===== config.mk =====
export PLATFORM = sky130hd
export DESIGN_NAME = apb_rr_scheduler_flat
export DESIGN_NICKNAME = d
export VERILOG_FILES = /design/src/rtl/apb_rr_scheduler_pkg.sv /design/src/rtl/apb_rr_scheduler_if.sv /design/src/rtl/apb_rr_scheduler_rr_arbiter.sv /design/src/rtl/apb_rr_scheduler.sv /design/src/flat_wrapper.sv
export SDC_FILE = /design/constraint.sdc
export NUM_CORES = 1
export LEC_CHECK = 0
export CAP_MARGIN = 20
export CORE_ASPECT_RATIO = 0.9
export CORE_MARGIN = 2
export CORE_UTILIZATION = 38
export CTS_CLUSTER_SIZE = 24
export DETAILED_ROUTE_END_ITERATION = 16
export GPL_TIMING_DRIVEN = 0
export PLACE_DENSITY = 0.75
export SETUP_SLACK_MARGIN = 0.05
export SLEW_MARGIN = 20
export SYNTH_ARGS = -nofsm -noshare
export SYNTH_HDL_FRONTEND = slang
export SYNTH_SLANG_ARGS = --single-unit

===== constraint.sdc =====
create_clock -name sys_clk -period 1.65 [get_ports sys_clk]
set_input_delay 0.165 -clock sys_clk [delete_from_list [all_inputs] [get_ports sys_clk]]
set_output_delay 0.165 -clock sys_clk [all_outputs]
set_load 0.03 [all_outputs]

===== src/rtl/apb_rr_scheduler_pkg.sv =====
`default_nettype none
// +------------------------------------------------------------------+
// | apb_rr_scheduler_pkg : FSM state encoding and counter width      |
// | Rev 1.0                                                          |
// +------------------------------------------------------------------+
package apb_rr_scheduler_pkg;

  localparam int c_cnt_w = 8;

  typedef enum logic [1:0] {
    ST_IDLE = 2'd0,
    ST_XFER = 2'd1,
    ST_GAP  = 2'd2,
    ST_RESP = 2'd3
  } state_t;

endpackage
`default_nettype wire


===== src/rtl/apb_rr_scheduler_if.sv =====
`default_nettype none
// +------------------------------------------------------------------+
// | apb_rr_scheduler_if : scheduler <-> apb_interface signal bundle  |
// | Rev 1.0                                                          |
// +------------------------------------------------------------------+
interface apb_rr_scheduler_if #(
  parameter int AW = 8,
  parameter int DW = 8
);
  logic          start_transfer;
  logic          rw_mode;
  logic [DW-1:0] master_wdata;
  logic [AW-1:0] master_waddr;
  logic [AW-1:0] master_raddr;
  logic [DW-1:0] slave_rdata;

  modport master (
    output start_transfer, rw_mode, master_wdata, master_waddr, master_raddr,
    input  slave_rdata
  );

  modport slave (
    input  start_transfer, rw_mode, master_wdata, master_waddr, master_raddr,
    output slave_rdata
  );
endinterface
`default_nettype wire


===== src/rtl/apb_rr_scheduler_rr_arbiter.sv =====
`default_nettype none
// +------------------------------------------------------------------+
// | apb_rr_scheduler_rr_arbiter : combinational round-robin picker   |
// | Rev 1.0                                                          |
// +------------------------------------------------------------------+
module apb_rr_scheduler_rr_arbiter #(
  parameter int NREQ = 2,
  parameter int IW   = (NREQ > 1) ? $clog2(NREQ) : 1
) (
  input  wire  [NREQ-1:0] req,
  input  wire  [IW-1:0]   last_grant,
  output logic [NREQ-1:0] grant,
  output logic [IW-1:0]   grant_idx,
  output logic            any_req
);

  int w_idx;

  // Search starts one past the previous winner and wraps, so the last
  // winner has the lowest priority this round.
  always_comb begin
    grant     = '0;
    grant_idx = '0;
    any_req   = 1'b0;
    w_idx     = 0;
    for (int off = 1; off <= NREQ; off++) begin
      w_idx = int'(last_grant) + off;
      if (w_idx >= NREQ) begin
        w_idx = w_idx - NREQ;
      end
      if (!any_req && req[w_idx[IW-1:0]]) begin
        any_req                = 1'b1;
        grant[w_idx[IW-1:0]]   = 1'b1;
        grant_idx              = w_idx[IW-1:0];
      end
    end
  end

endmodule
`default_nettype wire


===== src/rtl/apb_rr_scheduler.sv =====
`default_nettype none
// +------------------------------------------------------------------+
// | apb_rr_scheduler : round-robin sharing of one apb_interface port |
// | Rev 1.0                                                          |
// +------------------------------------------------------------------+
module apb_rr_scheduler
  import apb_rr_scheduler_pkg::*;
#(
  parameter int NREQ        = 2,
  parameter int AW          = 8,
  parameter int DW          = 8,
  parameter int XFER_CYCLES = 2,
  parameter int GAP_CYCLES  = 2
) (
  input  wire                 sys_clk,
  input  wire                 sys_reset,
  input  wire  [NREQ-1:0]     req_valid,
  input  wire  [NREQ-1:0]     req_rw,
  input  wire  [NREQ*AW-1:0]  req_addr,
  input  wire  [NREQ*DW-1:0]  req_wdata,
  output logic [NREQ-1:0]     req_ready,
  output logic [NREQ-1:0]     resp_valid,
  output logic [DW-1:0]       resp_rdata,
  output logic                busy,
  apb_rr_scheduler_if.master  bus
);

  localparam int IW = (NREQ > 1) ? $clog2(NREQ) : 1;

  state_t              r_state;
  logic [c_cnt_w-1:0]  r_cnt;
  logic [IW-1:0]       r_last;
  logic [NREQ-1:0]     r_gnt;
  logic                r_start;
  logic                r_rw;
  logic [AW-1:0]       r_addr;
  logic [DW-1:0]       r_wdata;
  logic [NREQ-1:0]     r_resp_valid;
  logic [DW-1:0]       r_resp_rdata;

  logic [NREQ-1:0]     w_grant;
  logic [IW-1:0]       w_grant_idx;
  logic                w_any;

  apb_rr_scheduler_rr_arbiter #(
    .NREQ (NREQ),
    .IW   (IW)
  ) u_arb (
    .req        (req_valid),
    .last_grant (r_last),
    .grant      (w_grant),
    .grant_idx  (w_grant_idx),
    .any_req    (w_any)
  );

  // Accept is only offered while idle and out of reset.
  assign req_ready  = (r_state == ST_IDLE && sys_reset) ? w_grant : '0;
  assign busy       = (r_state != ST_IDLE);
  assign resp_valid = r_resp_valid;
  assign resp_rdata = r_resp_rdata;

  assign bus.start_transfer = r_start;
  assign bus.rw_mode        = r_rw;
  assign bus.master_waddr   = r_addr;
  assign bus.master_raddr   = r_addr;
  assign bus.master_wdata   = r_wdata;

  always_ff @(posedge sys_clk) begin
    if (!sys_reset) begin
      r_state      <= ST_IDLE;
      r_cnt        <= '0;
      r_last       <= IW'(NREQ - 1);
      r_gnt        <= '0;
      r_start      <= 1'b0;
      r_rw         <= 1'b0;
      r_addr       <= '0;
      r_wdata      <= '0;
      r_resp_valid <= '0;
      r_resp_rdata <= '0;
    end else begin
      r_resp_valid <= '0;
      case (r_state)
        ST_IDLE: begin
          if (w_any) begin
            r_gnt   <= w_grant;
            r_last  <= w_grant_idx;
            r_rw    <= req_rw[w_grant_idx];
            r_addr  <= req_addr[w_grant_idx*AW +: AW];
            r_wdata <= req_rw[w_grant_idx] ? req_wdata[w_grant_idx*DW +: DW] : '0;
            r_start <= 1'b1;
            r_cnt   <= '0;
            r_state <= ST_XFER;
          end
        end
        ST_XFER: begin
          if (r_cnt == c_cnt_w'(XFER_CYCLES - 1)) begin
            r_start <= 1'b0;
            r_cnt   <= '0;
            r_state <= (GAP_CYCLES == 0) ? ST_RESP : ST_GAP;
          end else begin
            r_cnt <= r_cnt + c_cnt_w'(1);
          end
        end
        ST_GAP: begin
          if (r_cnt == c_cnt_w'(GAP_CYCLES - 1)) begin
            r_cnt   <= '0;
            r_state <= ST_RESP;
          end else begin
            r_cnt <= r_cnt + c_cnt_w'(1);
          end
        end
        ST_RESP: begin
          r_resp_valid <= r_gnt;
          r_resp_rdata <= r_rw ? '0 : bus.slave_rdata;
          r_rw         <= 1'b0;
          r_addr       <= '0;
          r_wdata      <= '0;
          r_state      <= ST_IDLE;
        end
        default: r_state <= ST_IDLE;
      endcase
    end
  end

endmodule
`default_nettype wire


===== src/flat_wrapper.sv =====
// flat-port wrapper written by rule: the top's interface ports become plain ports
module apb_rr_scheduler_flat import apb_rr_scheduler_pkg::*;
#(
  parameter int NREQ        = 2,
  parameter int AW          = 8,
  parameter int DW          = 8,
  parameter int XFER_CYCLES = 2,
  parameter int GAP_CYCLES  = 2
)
  (sys_clk, sys_reset, req_valid, req_rw, req_addr, req_wdata, req_ready, resp_valid, resp_rdata, busy, bus_start_transfer, bus_rw_mode, bus_master_wdata, bus_master_waddr, bus_master_raddr, bus_slave_rdata);
  apb_rr_scheduler_if #(.AW(AW), .DW(DW)) bus_i ();
  input  wire sys_clk;
  input  wire sys_reset;
  input  wire  [NREQ-1:0] req_valid;
  input  wire  [NREQ-1:0] req_rw;
  input  wire  [NREQ*AW-1:0] req_addr;
  input  wire  [NREQ*DW-1:0] req_wdata;
  output logic [NREQ-1:0] req_ready;
  output logic [NREQ-1:0] resp_valid;
  output logic [DW-1:0] resp_rdata;
  output logic busy;
  output wire logic [$bits(bus_i.start_transfer)-1:0] bus_start_transfer;
  output wire logic [$bits(bus_i.rw_mode)-1:0] bus_rw_mode;
  output wire logic [$bits(bus_i.master_wdata)-1:0] bus_master_wdata;
  output wire logic [$bits(bus_i.master_waddr)-1:0] bus_master_waddr;
  output wire logic [$bits(bus_i.master_raddr)-1:0] bus_master_raddr;
  input wire logic [$bits(bus_i.slave_rdata)-1:0] bus_slave_rdata;
  assign bus_start_transfer = bus_i.start_transfer;
  assign bus_rw_mode = bus_i.rw_mode;
  assign bus_master_wdata = bus_i.master_wdata;
  assign bus_master_waddr = bus_i.master_waddr;
  assign bus_master_raddr = bus_i.master_raddr;
  assign bus_i.slave_rdata = bus_slave_rdata;
  apb_rr_scheduler #(.NREQ(NREQ), .AW(AW), .DW(DW), .XFER_CYCLES(XFER_CYCLES), .GAP_CYCLES(GAP_CYCLES)) u_core (.sys_clk(sys_clk), .sys_reset(sys_reset), .req_valid(req_valid), .req_rw(req_rw), .req_addr(req_addr), .req_wdata(req_wdata), .req_ready(req_ready), .resp_valid(resp_valid), .resp_rdata(resp_rdata), .busy(busy), .bus(bus_i));
endmodule

# Word-level counts from Yosys, hierarchy flattened
# Cells that the tools add are included.
# W data, S select, Z words.
# totals
regBits	41
in_bits	46
elab_cells	86
# op_classes
n_addsub	5
magnitude_cmp	7
n_eq_ne	7
n_shift	2
muxes	37
n_bitwise	1
reduce_logical	17
# ops
cell	n
$mux W8	6
$pmux W8 S2	3
$shiftx A16 B5 Y8	2
$mux W1	17
$mux W2	6
$add A8 B1 Y8 const B	1
$eq A8 B1 Y1 const B	1
$pmux W2 S4	1
$reduce_and A2 Y1	4
$reduce_bool A2 Y1	4
$lt A1 B2 Y1 const B	3
$reduce_and A3 Y1	2
$eq A2 B2 Y1 const B	2
$logic_and A1 B1 Y1	4
$ne A2 B1 Y1 const B	2
$pmux W1 S2	2
$add A1 B2 Y3 const B	1
$ge A3 B2 Y1 const B	1
$add A1 B1 Y2 const B	1
$demux W1 S1	2
$eq A2 B1 Y1 const B	1
$ge A1 B1 Y1 const B	2
$ge A2 B2 Y1 const B	1
$logic_not A2 Y1	1
5 further kinds	6

# Logic depth before layout (Yosys ltp)
# logic_depth
ltp_word	14
ltp_mapped	8
mapped_depth_nobuf	6

# Hierarchy
# Synthesis repeated with hierarchy kept, for this count alone.
# hier_totals
hier_cells	235
hier_area_um2	2153.3
# by_module_without_submodules
mod	n_inst	cells_each	area_each_um2
apb_rr_scheduler	1	230	2120.8
apb_rr_scheduler_rr_arbiter	1	5	32.5

# Worst setup path before layout
# OpenSTA, ideal clock, no wires.
# synth_timing
path_kind	register to register
start	register u_core.r_state[0]
end	register u_core.r_cnt[5]
arrival_time_ps	1700
required_ps	1575
slack_ps	-126
path_stages_with_launch	7
path_buffers	1
synth_period_minus_slack_ps	1776
path_cell_list	dfxtp_1 inv_1 ha_1 clkbuf_2 o21ai_0 or4_2 a31oi_1
# synth_between
elab_chain_cells	4
word_cells_on_any_way	8
# synth_lines
element	line_no	rtl
start: declaration	apb_rr_scheduler.sv:30	state_t r_state;
start signal: assignment	apb_rr_scheduler.sv:99	r_state <= (GAP_CYCLES == 0) ? ST_RESP : ST_GAP;
$eq A2 B1 Y1 / $eq A2 B2 Y1 (equally long branches)	apb_rr_scheduler.sv:82	case (r_state)
$reduce_or A2 Y1 (no source line)	n/a	
$reduce_bool A2 Y1 (no source line)	n/a	
$reduce_and A2 Y1 (no source line)	n/a	
end signal: assignment	apb_rr_scheduler.sv:101	r_cnt <= r_cnt + c_cnt_w'(1);
end signal: assignment	apb_rr_scheduler.sv:109	r_cnt <= r_cnt + c_cnt_w'(1);
end: declaration	apb_rr_scheduler.sv:31	logic [c_cnt_w-1:0] r_cnt;
# Several ways; a longest one is shown, not always the timed one.
# A chain may end at the register's enable or synchronous reset.

# Worst setup path in the final report
# layout_timing
start	register u_core.r_cnt[1]
end	register u_core.r_cnt[3]
# layout_between
elab_chain_cells	3
word_cells_on_any_way	4
# layout_lines
element	line_no
$add A8 B1 Y8 / $eq A8 B1 Y1 (equally long branches)	n/a
$mux W8 (*)	apb_rr_scheduler.sv:96, apb_rr_scheduler.sv:105
$pmux W8 S2 (*)	apb_rr_scheduler.sv:82
# Every way passes the cells marked *; elsewhere a longest branch is shown, timed or not.

==> results_dict.tcl <==
set metrics [dict create \
    synth.area.top_cells "dfxtp_1 (41%), a21oi_1 (5.5%), mux2_2 (5.1%)" \
    arrival_ps 1860 \
    track_usage 0.184 \
    final_cells 396 \
    yosysTopAreaCell "dfxtp_1" \
    cts_tree "done" \
    setup_slack_ps -23.3 \
    ant_nets 0 \
    cts-root-buf "clkbuf_8" \
    relSlewSlack 0.685 \
    cellLeakagePower_nw 1.42 \
    crit_required_ps 1840 \
    yosysWarningCount 0 \
    cp-start-kind "flop" \
    post-route-period-util 1.01 \
    via_per_inst 5.05 \
    cts_made_buffers 5 \
    nNetsFinal 381 \
    outcome "finished with violations" \
    numClockSinks 41 \
    mostFrequentLayoutCell "clkdlybuf4s50_1" \
    dominantRegCellSynth "dfxtp_1" \
    synth_area_sq_mm 0.00200 \
    regArea_sq_um 835 \
    diodes 0 \
    dr.first_iter.drc_count 94 \
    critPathKind "reg -> reg" \
    fill_cells 439 \
    rows 25 \
    htree_levels 2 \
    route.vias.total 2001 \
    postCtsHoldBufs 0 \
    syn_nets 274 \
    hold_viol_final 0 \
    ir_drop_mv 0.769 \
    post-route-min-period_ps 1670 \
    synth_enable_flop_cells 0 \
    critPathMaxStageDelay_ps 490 \
    drive_gt1_frac 0.255 \
    cp_max_fo 6 \
    violations "negative setup slack" \
    maxCapViolations 0 \
    netlist_instances 221 \
    initial_utilization 0.387 \
    dp_hpwl_um 3710 \
    die_h_um 72.8 \
    powerDensity_mw_per_mm2 1510 \
    clk_latency_ps 300 \
    synth.avg_cell_area_sq_um 9.04 \
    synth.distinct_cells 45 \
    hold_class "in -> reg" \
    fmax_ghz 0.598 \
    placed_cell_area_sq_mm 0.00296 \
    layout_common_cells "clkdlybuf4s50_1 (71), dfxtp_1 (36), buf_4 (25)" \
    remaining_drc_errors 0 \
    drv_slew 0 \
    critPathSlowestCell "or4b_4" \
    synth_top_area_share 0.411 \
    multi_input_comb_area_sq_mm 0.00114 \
    worst_slew_pin_slew_ps 473 \
    die_area_sq_mm 0.00585 \
    dp_cells 372 \
    grt_pass1_vias 1846 \
    gr-total-overflow 0 \
    clock-skew-final_ps 7.21 \
    detail_route.first_pass.iterations 4 \
    clkTransAtPathRegs_ps 80 \
    grt_first_pass_wirelength_um 8350 \
    wl_um 5590 \
    setup_viol 1 \
    synthArstFlopShare 0 \
    fp.dieW_um 80.4 \
    area_growth_syn_to_layout_pct 67.9 \
    pin_count 85 \
    gp_congestion 0.811 \
    ys_ff_latch 41 \
    design_area_sq_mm 0.00336 \
    rsz0062_at_grt "yes" \
    worst_setup_path_end_kind "flop" \
    crit_chain "inv_2 > ha_4 > or4b_4 > o211a_4 > nor3b_1 > o21a_1" \
    power_mw 5.05 \
    antenna_found_initial 0 \
    grt_max_degree 14 \
    port_buffers 84 \
    clk_path_buf_depth 2 \
    wl_per_cell_um 14.1 \
    fp.coreArea_sq_mm 0.00516 \
    yosysSeqAreaShare 0.411 \
]
[cells by family after synthesis]
group                      count (synthesis)  share of synthesized area
muxes                                     18                     0.0958
adders and majority gates                  7                     0.0438
AOI/OAI and AO/OA                         55                      0.182
buffers and inverters                     26                     0.0751
DFF                                       41                      0.411
and+or+nand+nor                           74                      0.193
[final timing paths]
kind,start,endpoint,slack (ps),depth (start not counted)
setup / recovery,u_core.r_cnt[1]$_SDFFE_PN0P_,u_core.r_cnt[3]$_SDFFE_PN0P_,-20,6
hold / removal,req_valid[1],u_core.r_last$_SDFFE_PN1P_,430,3
setup reg to reg,u_core.r_cnt[1]$_SDFFE_PN0P_,u_core.r_cnt[3]$_SDFFE_PN0P_,-20,6
hold reg to reg,u_core.bus.master_raddr[2]$_SDFFE_PN0P_,u_core.bus.master_raddr[2]$_SDFFE_PN0P_,470,2
[cell usage after synthesis (all sizes together), types with 4 or more instances]
cell	count
mux2i	9
nor2b	9
a31oi	4
nand2	24
a21oi	22
dfxtp	41
o2bb2ai	8
nor2	13
nand3	8
buf	14
ha	7
mux2	9
and3	5
clkbuf	5
inv	6
o21ai	8
[through the flow]
stage | setup slack (ps) | util | hold slack [ps] | TNS, ps
global route | -82.0 | 0.650 | 446 | -190
floorplan | 29.9 | - | 304 | 0
CTS | -17.9 | 0.627 | 411 | -17.9
global placement | -847 | 0.573 | 443 | -6490
detailed placement | -848 | 0.573 | 449 | -6790
finish | -23.3 | 0.650 | 433 | -23.3
[sequential cells by signal (all words and copies together) (netlist names)]
signal                     count
u_core.bus.master_raddr        8
u_core.bus.master_wdata        8
u_core.bus.rw_mode             1
u_core.bus.start_transfer      1
u_core.r_cnt                   8
u_core.r_gnt                   2
u_core.r_last                  1
u_core.r_state                 2
u_core.resp_rdata              8
u_core.resp_valid              2
[worst max-delay path, delay by kind of cell (launching register included)]
family,cells,cell delay [ps]
and+or+nand+nor,2,630
AOI/OAI and AO/OA,2,440
adders and majority gates,1,110
DFF,1,350
buffers and inverters,1,60
[what timing repair did]
| item | in CTS | in global routing |
|---|---|---|
| resized for setup | 41 | 27 |
| setup buffers | 14 | 4 |
| endpoints found under the setup margin | 32 | 44 |
| pin swaps | 5 | 4 |
[routing by layer]
metal	wire length, um	GRT usage	up-vias	part of all wire
li1	-	-	988	-
met3	488	0.0668	9	0.087
met1	2270	0.213	924	0.41
met2	2680	0.315	80	0.48
met5	0	0	-	0
met4	147	0.0659	0	0.026
[cell type report]
| cell class | instances | area share |
|---|---|---|
| multi-input combinational | 154 | 0.339 |
| timing repair buffer | 102 | 0.301 |
| sequential | 41 | 0.249 |
| buffer | 17 | 0.0414 |
| tap | 67 | 0.0250 |
| clock buffer | 6 | 0.0246 |
| clock inverter | 2 | 0.0112 |
| inverter | 7 | 0.00932 |
[where the power goes]
part	internal [mW]	switching (mW)
logic	1.41	1.48
clock network	0.492	0.359
registers	1.19	0.128
No activity file was read; power rests on OpenSTA's default activity.
==> RTL change 1 (config.mk and constraints unchanged) <==
Encoding of `state_t`: now Gray code (2 bits for 4 states).
--- a/src/rtl/apb_rr_scheduler_pkg.sv
+++ b/src/rtl/apb_rr_scheduler_pkg.sv
@@ -8,10 +8,10 @@
   localparam int c_cnt_w = 8;
 
   typedef enum logic [1:0] {
-    ST_IDLE = 2'd0,
-    ST_XFER = 2'd1,
-    ST_GAP  = 2'd2,
-    ST_RESP = 2'd3
+    ST_IDLE = 2'b00,
+    ST_XFER = 2'b01,
+    ST_GAP  = 2'b11,
+    ST_RESP = 2'b10
   } state_t;
 
 endpackage
Check against the original RTL: no difference found for any inputs over 10 cycles, from zero or initial values and one cycle with sys_reset low; not proved beyond that.
==> RTL change 1 against the unedited design <==
Wire length is 11% lower; setup slack better by 74 ps; sequential cell count stayed put; clock skew down 3.8 ps; worst hold slack worse by 150 ps; final area fell by 9.4%; final cell count down 9.1%; count of clock-buffer cells in the layout fell by 1; area after synthesis decreased by 1.4%; critical endpoint is now u_core.bus.start_transfer$_SDFFE_PN0P_.
Power is not compared: it rests on default switching activity, and its combinational part moved more than twofold at a synthesized area within 25%.
==> RTL change 1: results (changes against the unedited design) <==
Post-CTS Setup Bufs: 1 (-13)
Hold_sp: req_valid[0]
Multi-input combinational cell area: 0.00102 mm² (-10%)
PortBufs: 83 (-1.2%)
GR Util met2: 0.260 (-0.0546)
Met1 wire length: 2.31 mm (+1.6%)
FMAX: 625 MHz (+4.6%)
Final hold slack: 284 ps (-150 ps)
Vias in the first global route: 1641 (-11%)
Clock Skews: 3.44 ps (-3.77 ps)
Routed wl met2: 2.28 mm (-15%)
Slowest cell on crit path: dfxtp_1
Routing usage on met3: 0.0485 (-0.0183)
Sequential cell area fraction in the yosys report: 0.417 (+0.00600)
Initial detailed-routing violation count: 74 (-21%)
Worst-Margin Slew: 693 ps (+220 ps)
Share of layout cells above drive strength 1: 0.139 (-0.116)
Filler cell count: 437 (-0.46%)
Synth Area in Compound Gates: 0.208 (+0.0268)
Area contributors post-synth: dfxtp_1 42%, mux2i_1 8.1%, o2bb2ai_1 7.1%
Critical Path Sink: u_core.bus.start_transfer$_SDFFE_PN0P_
Setup WS pre-CTS: -749 ps (+99.1 ps)
DP HPWL: 3.54 mm (-4.4%)
Total detailed-routing wirelength: 4.95 mm (-11%)
Post-Place Cell Area: 0.00288 mm² (-2.5%)
Vias per cell: 4.89 (-3.3%)
M1 GR Usage: 0.224 (+0.0109)
Routability congestion estimate: 0.780 (-3.9%)
Overall routing resource usage: 0.166 (-0.0180)
Status: finished, final reports clean
Adder-Cell Fraction of Synth Area: 0.0127 (-0.0311)
Top cell family by delay on the critical path: flip-flops
CTS-repair resized insts: 23 (-44%)
Syn Nets: 249 (-9.1%)
## RTL change 1: changes by cell type after synthesis, sizes merged, moves of 6 or more
cell     unedited run  this run
a21oi              22        15
nor3b               2        10
nor2               13         7
mux2i               9        16
and2                1         9
o2bb2ai             8        16
nand2              24        11
mux2                9         1
## RTL change 1: layout make-up
type	instances	area share
Buffer	18	0.0428
Clock buffer	5	0.0226
Clock inverter	3	0.0152
Inverter	6	0.00740
Multi-Input combinational cell	136	0.335
Sequential cell	41	0.271
Tap cell	65	0.0267
Timing Repair Buffer	86	0.279
## RTL change 1: power by group
part | internal (mW) | switching (mW)
clock | 0.453 | 0.373
combinational | 0.298 | 0.273
sequential | 1.03 | 0.0379
## RTL change 1: kinds of logic after synthesis
kind of cell,after synthesis
and+or+nand+nor,59
AOI/OAI and AO/OA,56
DFF,41
buffers and inverters,24
muxes,17
xor gates and xnor gates,2
adders and majority gates,2
==> RTL change 2 (config.mk and constraints unchanged) <==
Without the edit above. The package constant `c_cnt_w` goes from 8 to 10.
--- a/src/rtl/apb_rr_scheduler_pkg.sv
+++ b/src/rtl/apb_rr_scheduler_pkg.sv
@@ -5,7 +5,7 @@
 // +------------------------------------------------------------------+
 package apb_rr_scheduler_pkg;
 
-  localparam int c_cnt_w = 8;
+  localparam int c_cnt_w = 10;
 
   typedef enum logic [1:0] {
     ST_IDLE = 2'd0,
Check against the original RTL: no difference found for any inputs over 10 cycles, from zero or initial values and one cycle with sys_reset low; that may be too few to reach the edited logic, so the function may still have changed.
==> RTL change 2 against the unedited design <==
Sequential power rose by 4%; total power rose by 3.2%; register-to-register slack improved by 90 ps; sequential share of layout area fell by 0.32 points; wire length rose by 4.5%; synthesized cell count fell by 1.4%; setup slack improved by 88 ps; final cell count fell by 1.0%; area after synthesis rose by 6.3%; core utilization rose by 1.3 points; sequential cell count rose by 2; final area rose by 5.1%; critical path type is now reg2out; highest routed layer unchanged.
==> RTL change 2: results (changes against the unedited design) <==
M1 GR Usage: 0.219 (+0.00560)
Global-route wire length before repair: 9.02 mm (+8.0%)
Total Nets Final: 377 (-1.0%)
Hold depth: 1 (-2)
Clock Skews: 8.49 ps (+1.29 ps)
Synth top cells by count: 43 x dfxtp_1, 19 x nor2b_1, 18 x mux2i_1
Metal3 WL: 267 µm (-45%)
Post-CTS Setup Bufs: 10 (-4)
GR Util met2: 0.317 (+0.00239)
Share of layout cells above drive strength 1: 0.231 (-0.0245)
Status: finished, final reports clean
Routability congestion estimate: 0.725 (-11%)
Met1 wire length: 2.64 mm (+16%)
Leakage: 1.39 nW (-1.9%)
Arr. time, crit path: 1420 ps (-440 ps)
Gate Count Post-Synth: 218 (-1.4%)
Sequential cell area fraction in the yosys report: 0.405 (-0.00559)
Hold Crit Class: reg2reg
Placed cell count: 369 (-0.81%)
Final instance area: 0.00353 mm² (+5.1%)
Routed wl met2: 2.88 mm (+7.6%)
Origin of the worst setup path: u_core.r_state[1]$_SDFFE_PN0P_
Critical Path Sink: req_ready[0]
Worst-Margin Slew: 460 ps (-12.9 ps)
Post-route insts no fill: 392 (-1.0%)
Syn Nets: 271 (-1.1%)
Critical path peak fanout: 7 (+1)
Total detailed-routing wirelength: 5.84 mm (+4.5%)
[RTL change 2: cell count changes after synthesis, sizes merged, moves of 3 or more]
| cell | unedited run | this run |
|---|---|---|
| a21oi | 22 | 12 |
| a31oi | 4 | 1 |
| and2 | 1 | 9 |
| mux2 | 9 | 1 |
| mux2i | 9 | 18 |
| nand2 | 24 | 5 |
| nand3 | 8 | 4 |
| nor2b | 9 | 19 |
| nor4 | 0 | 6 |
| o21ai | 8 | 4 |
| o2bb2ai | 8 | 16 |
| xnor2 | 0 | 8 |
[RTL change 2: per-stage QoR]
stage | TNS, ps | setup slack [ps]
after global routing | -15.4 | -15.4
final | 0 | 64.7
after floorplan | 0 | 49.7
after CTS | 0 | 29.4
after detailed placement | -7050 | -775
after global placement | -6590 | -751
[RTL change 2: area by class of cell]
type                            instances  area share
Buffer                                 18      0.0415
Clock buffer                            6      0.0234
Clock inverter                          2     0.00993
Inverter                                6     0.00709
Multi-Input combinational cell        151       0.375
Sequential cell                        43       0.245
Tap cell                               67      0.0238
Timing Repair Buffer                   99       0.274
[RTL change 2: cells by family (layout without fill, tap and decap cells)]
group,after synthesis,in the layout,synth area share
compound gates,45,46,0.159
buf+inv,26,131,0.0683
flops,43,43,0.405
mux,19,19,0.0919
fa+ha+maj,7,7,0.0412
simple gates,70,71,0.201
xor+xnor,8,8,0.0330
[RTL change 2: worst max-delay path, stage by stage, from the launching register on]
cell and delay (ps):
dfxtp_2 350, inv_2 80, ha_4 150, buf_8 120, nand3_2 90, a21oi_4 180, buf_6 150
[RTL change 2: report_power, final]
group / switching, mW / total (mW) / internal, mW / leakage, nW
sequential: 0.140 / 1.37 / 1.23 / 0.351
clock: 0.363 / 0.853 / 0.490 / 0.0612
combinational: 1.57 / 2.99 / 1.43 / 0.976
total: 2.07 / 5.21 / 3.14 / 1.39
